--- config.mk ---
export PLATFORM = sky130hd
export DESIGN_NAME = spi_host_cmd_arb
export DESIGN_NICKNAME = d
export VERILOG_FILES = /design/src/rtl/spi_host_cmd_arb.sv
export SDC_FILE = /design/constraint.sdc
export NUM_CORES = 1
export LEC_CHECK = 0
export CORE_MARGIN = 3
export CORE_UTILIZATION = 34
export CTS_CLUSTER_DIAMETER = 60
export CTS_CLUSTER_SIZE = 8
export DETAILED_ROUTE_END_ITERATION = 12
export PLACE_DENSITY_LB_ADDON = 0.08
export SYNTH_ARGS = -nofsm -noshare
export SYNTH_HDL_FRONTEND = slang
export SYNTH_SLANG_ARGS = --single-unit
--- constraint.sdc ---
create_clock -name clk_i -period 2.2 [get_ports clk_i]
set_input_delay 0.44 -clock clk_i [delete_from_list [all_inputs] [get_ports clk_i]]
set_output_delay 0.44 -clock clk_i [all_outputs]
set_load 0.005 [all_outputs]
--- src/rtl/spi_host_cmd_arb.sv ---
// spi_host_cmd_arb
//
// Round-robin arbiter and beat sequencer for the SPI host TX word path.
// Requesters post a byte length. One requester is granted at a time. The
// grant is issued as ceil(len / WordBytes) word beats on a valid/ready
// handshake toward the TX FIFO write port. The final partial word carries
// trimmed byte enables.
//
// Ports:
//   clk_i, rst_i  clock and asynchronous active-high reset
//   req_i         per-requester transfer request (level)
//   len_i         per-requester byte count, requester r at [r*LenW +: LenW]
//   gnt_o         registered one-hot grant
//   gnt_idx_o     index of the granted requester
//   busy_o        high while a transfer is in XFER or DONE
//   word_valid_o  beat valid toward the TX FIFO
//   word_ready_i  TX FIFO accepts the beat
//   word_be_o     byte enables of the current beat
//   word_last_o   current beat is the final beat
//   done_o        one-cycle completion pulse
//   abort_o       qualifies done_o: the transfer ended early
`timescale 1ns/1ps

module spi_host_cmd_arb #(
  parameter int NumReq    = 4,
  parameter int LenW      = 9,
  parameter int WordBytes = 4,
  // Derived widths. These are equal to vbits(NumReq) and to
  // vbits(ceil_div(2**LenW-1, WordBytes)+1). The argument of the second
  // expression is always >= 2, so $clog2 alone gives the correct value.
  parameter int IdxW      = (NumReq > 1) ? $clog2(NumReq) : 1,
  parameter int BeatW     = $clog2((((2**LenW) - 1) + WordBytes - 1) / WordBytes + 1)
) (
  input  logic                   clk_i,
  input  logic                   rst_i,
  input  logic [NumReq-1:0]      req_i,
  input  logic [NumReq*LenW-1:0] len_i,
  output logic [NumReq-1:0]      gnt_o,
  output logic [IdxW-1:0]        gnt_idx_o,
  output logic                   busy_o,
  output logic                   word_valid_o,
  input  logic                   word_ready_i,
  output logic [WordBytes-1:0]   word_be_o,
  output logic                   word_last_o,
  output logic                   done_o,
  output logic                   abort_o
);

  localparam int ByteShift = (WordBytes > 1) ? $clog2(WordBytes) : 0;

  typedef enum logic [1:0] {IDLE, XFER, DONE} state_e;

  state_e            state_reg, state_next;
  logic [IdxW-1:0]   rr_ptr_reg;
  logic [IdxW-1:0]   idx_reg;
  logic [LenW-1:0]   len_reg;
  logic [BeatW-1:0]  beats_reg;
  logic [NumReq-1:0] gnt_reg;
  logic              abort_reg;

  logic              grant_en, beat_fire, set_abort;
  logic              found;
  logic [IdxW:0]     cand_ext;
  logic [IdxW-1:0]   winner;
  logic [LenW-1:0]   win_len;
  logic [LenW:0]     len_round;
  logic [BeatW-1:0]  win_beats;
  logic [LenW-1:0]   rem;
  logic [WordBytes-1:0] last_be;
  logic              is_xfer, last_beat;

  // Unpack the flat length bus so the winner can select its field directly.
  logic [LenW-1:0] len_arr [NumReq];
  generate
    for (genvar gi = 0; gi < NumReq; gi++) begin : g_len
      assign len_arr[gi] = len_i[gi*LenW +: LenW];
    end
  endgenerate

  // Round-robin search starting at rr_ptr. The extra bit on cand_ext keeps
  // rr_ptr+i from wrapping before the explicit modulo-NumReq fold.
  always_comb begin
    found    = 1'b0;
    winner   = '0;
    cand_ext = '0;
    for (int i = 0; i < NumReq; i++) begin
      cand_ext = {1'b0, rr_ptr_reg} + (IdxW+1)'(i);
      if (cand_ext >= (IdxW+1)'(NumReq)) cand_ext = cand_ext - (IdxW+1)'(NumReq);
      if (!found && req_i[cand_ext[IdxW-1:0]]) begin
        found  = 1'b1;
        winner = cand_ext[IdxW-1:0];
      end
    end
  end

  assign win_len   = len_arr[winner];
  assign len_round = {1'b0, win_len} + (LenW+1)'(WordBytes - 1);
  assign win_beats = BeatW'(len_round >> ByteShift);

  // FSM next-state and control strobes.
  always_comb begin
    state_next = state_reg;
    grant_en   = 1'b0;
    beat_fire  = 1'b0;
    set_abort  = 1'b0;
    case (state_reg)
      IDLE: begin
        if (found) begin
          grant_en   = 1'b1;
          state_next = (win_len != '0) ? XFER : DONE;
        end
      end
      XFER: begin
        // A dropped request ends the transfer without moving a beat.
        if (!req_i[idx_reg]) begin
          set_abort  = 1'b1;
          state_next = DONE;
        end else if (word_ready_i) begin
          beat_fire = 1'b1;
          if (beats_reg == BeatW'(1)) state_next = DONE;
        end
      end
      DONE:    state_next = IDLE;
      default: state_next = IDLE;
    endcase
  end

  always_ff @(posedge clk_i or posedge rst_i) begin
    if (rst_i) begin
      state_reg  <= IDLE;
      rr_ptr_reg <= '0;
      idx_reg    <= '0;
      len_reg    <= '0;
      beats_reg  <= '0;
      gnt_reg    <= '0;
      abort_reg  <= 1'b0;
    end else begin
      state_reg <= state_next;
      if (grant_en) begin
        idx_reg   <= winner;
        len_reg   <= win_len;
        beats_reg <= win_beats;
        gnt_reg   <= NumReq'(1) << winner;
        abort_reg <= 1'b0;
      end
      if (beat_fire) beats_reg <= beats_reg - BeatW'(1);
      if (set_abort) abort_reg <= 1'b1;
      if (state_reg == DONE) begin
        gnt_reg    <= '0;
        rr_ptr_reg <= (idx_reg == IdxW'(NumReq - 1)) ? '0 : idx_reg + IdxW'(1);
      end
    end
  end

  // Final-beat byte enables: the low rem bytes, or all bytes when the
  // length is a whole number of words.
  assign rem = len_reg & LenW'(WordBytes - 1);
  generate
    for (genvar gi = 0; gi < WordBytes; gi++) begin : g_be
      assign last_be[gi] = (rem == '0) || (LenW'(gi) < rem);
    end
  endgenerate

  assign is_xfer      = (state_reg == XFER);
  assign last_beat    = (beats_reg == BeatW'(1));
  assign word_valid_o = is_xfer & req_i[idx_reg];
  assign word_last_o  = is_xfer & last_beat;
  assign word_be_o    = !is_xfer ? '0 : (last_beat ? last_be : '1);
  assign gnt_o        = gnt_reg;
  assign gnt_idx_o    = idx_reg;
  assign busy_o       = (state_reg != IDLE);
  assign done_o       = (state_reg == DONE);
  assign abort_o      = done_o & abort_reg;

endmodule

==> out/metrics.cfg, run 1 <==
[logic_synthesis]
ys_async_sr_fraction_pct = 100
yosys.cell_types.count = 45
synthFlopType = dfrtp_1
syn_nets = 267
synth_edf_count = 0
synth.most_common_cell = nand3_1
synthTopCellsByArea = dfrtp_1 30%, nand3_1 9.0%, o21ai_0 5.8%
syn_inst = 219
ys_ff_latch = 21
syn_area_mm2 = 0.00173
syn_area_per_cell_um2 = 7.89
yosysSeqAreaShare_pct = 30.4
synth_top_area_share_pct = 30.4
synth_common_cells = 31 x nand3_1, 21 x dfrtp_1, 21 x nand2_1
synth_top_cell_by_area = dfrtp_1
ys_warn_count = 0

[setup_path]
cp-startpoint = rr_ptr_reg[0]$_DFFE_PP0P_
ff2ff_path_depth = 11
critPathLaunchType = flip-flop
worstPathArrival_ps = 2620
critPathMaxFanout = 8
crit_path_end_kind = flip-flop
rrSetupSlack_ps = -220
reg2reg_to = state_reg[1]$_DFFE_PP0P_
critPathKind = reg -> reg
rr_startpoint = rr_ptr_reg[0]$_DFFE_PP0P_
required_ps = 2400
crit_path_end = state_reg[1]$_DFFE_PP0P_

[global_routing]
gr-usage-all-layers_pct = 18.6
antenna_found_initial = 0
grt_pass1_wl_mm = 9.11
grt_pass1_vias = 1964
grt_max_degree = 22
gr-total-overflow = 0

[sta]
fin_crit_ps = 2420
rsz0062_at_grt = true
holdWs_ps = 481
fin_ws_ps = -222
fin_skew_ps = 5.77
maxSlewHeadroom_pct = 78.9
max_freq_mhz = 413
setup_violations = 10
drv_slew = 0
final_hold_viol_count = 0
period_share_pct = 110
tightestPinTransition_ps = 315

[power_and_ir_drop]
power_density_mw_per_mm2 = 1290
peakVddDrop_uv = 491
p_total_mw = 4.00
cellLeakagePower_nw = 1.37

[placed_design]
hpwl_mm = 4.18
place.gp.congestion = 0.795
pre_cts_ws_ps = -770
io_buffers = 57

[clocking]
clk_latency_ps = 270
clkSinkCount = 21
clock_path_buffers = 2
clk_pin_slew_worst_paths_ps = 80
cts_tree = done
htreeDepth = 1
cts_buffers = 3
cts_hold_buf = 0
cts-root-buf = clkbuf_8

[route]
totalWireLength_mm = 5.49
wl_per_cell_um = 13.7
vias = 2034
drc = 0
ant_nets = 0
dr.first_iter.drc_count = 146
vias_per_cell = 5.09
first_pass_iters = 4

[final_layout]
drive_gt1_share_pct = 35.1
n_antenna_cell = 0
post-route-util_pct = 64.5
largest_reg_flops = 8
synthToLayoutAreaGrowth_pct = 79.9
fin_nets = 382

[hold_path]
hold_path.class = reg -> reg
holdPathStages = 2

[floorplan]
die_y_um = 77.3
fp.dieW_um = 77.3
num_rows = 25
start_util_pct = 35.9
die_area_mm2 = 0.00597
ios = 58
core-area_mm2 = 0.00482

[flow_run]
drv_cap = 0

[run_status]
violations = setup timing
status = finished with violations

worst min-delay path by stage:
stage	startpoint	endpoint	slack, ps
2_1_floorplan	rst_i	abort_reg$_DFFE_PP0P_	420
3_3_place_gp	abort_reg$_DFFE_PP0P_	abort_reg$_DFFE_PP0P_	460
3_5_place_dp	abort_reg$_DFFE_PP0P_	abort_reg$_DFFE_PP0P_	460
4_1_cts	abort_reg$_DFFE_PP0P_	abort_reg$_DFFE_PP0P_	480
5_1_grt	abort_reg$_DFFE_PP0P_	abort_reg$_DFFE_PP0P_	510
6_report	abort_reg$_DFFE_PP0P_	abort_reg$_DFFE_PP0P_	480
worst max-delay path, cell delays in order, from the launching register on:
cell	delay [ps]
dfrtp_1	380
buf_4	120
nand2b_4	140
a21oi_2	60
buf_4	140
a211oi_4	290
buf_6	190
nand3_2	80
and2_4	150
or3b_4	400
nor4b_4	250
a32o_1	170
timing repair:
action	CTS	global route
endpoints found under the setup margin	15	11
resized for setup	43	17
gates cloned	0	1
setup buffers	8	6
pin swaps	18	10
per-layer routing:
layer / track usage (%) / vias up / wire length [µm]
li1: - / 1024 / -
met1: 26.7 / 930 / 2640
met2: 29.2 / 76 / 2520
met3: 2.35 / 4 / 270
met4: 5.69 / 0 / 58
met5: 0 / - / 0
power by group:
part	internal, mW	switching, mW
combinational	1.62	1.39
sequential	0.575	0.143
clock	0.128	0.138
through the flow:
| step | setup TNS, ps | cell area [µm²] | instances |
|---|---|---|---|
| after global routing | -2900 | 3110 | 400 |
| after CTS | -1020 | 2980 | 393 |
| after floorplan | -144 | 1750 | 219 |
| after detailed placement | -7710 | 2760 | 381 |
| after global placement | -7500 | 2760 | 381 |
| final | -1610 | 3110 | 400 |
placed cells by master (no fill, tap or decap), drive strengths merged, types with 7 or more instances in the layout:
master	instances
a211oi	7
nand2	22
a21oi	10
nor2	15
dfrtp	21
o21ai	20
nand3	31
inv	12
buf	66
clkdlybuf4s50	48
logic make-up after synthesis:
kind of cell | after synthesis | share of synthesized area [%]
AOI/OAI and AO/OA | 59 | 23.2
xor gates and xnor gates | 7 | 3.55
adders and majority gates | 5 | 3.62
buffers and inverters | 24 | 6.08
DFF | 21 | 30.4
muxes | 3 | 2.53
and+or+nand+nor | 100 | 30.6
layout make-up:
class / instances / area, µm²
Clock buffer: 3 / 41.3
Clock inverter: 1 / 7.51
Fill cell: 428 / 1710
Inverter: 12 / 45.0
Multi-Input combinational cell: 174 / 1290
Sequential cell: 21 / 527
Tap cell: 67 / 83.8
Timing Repair Buffer: 122 / 1110
Note: power is estimated with default switching activity, not from simulation.
==> run 2, diff against run 1 <==
--- a/config.mk
+++ b/config.mk
@@ -7,7 +7,7 @@
 export LEC_CHECK = 0
 export CORE_MARGIN = 3
 export CORE_UTILIZATION = 34
-export CTS_CLUSTER_DIAMETER = 60
+export CTS_CLUSTER_DIAMETER = 40
 export CTS_CLUSTER_SIZE = 8
 export DETAILED_ROUTE_END_ITERATION = 12
 export PLACE_DENSITY_LB_ADDON = 0.08
==> results of run 2 <==
Same layout as run 1: the final DEF is identical, and so are final timing and power.
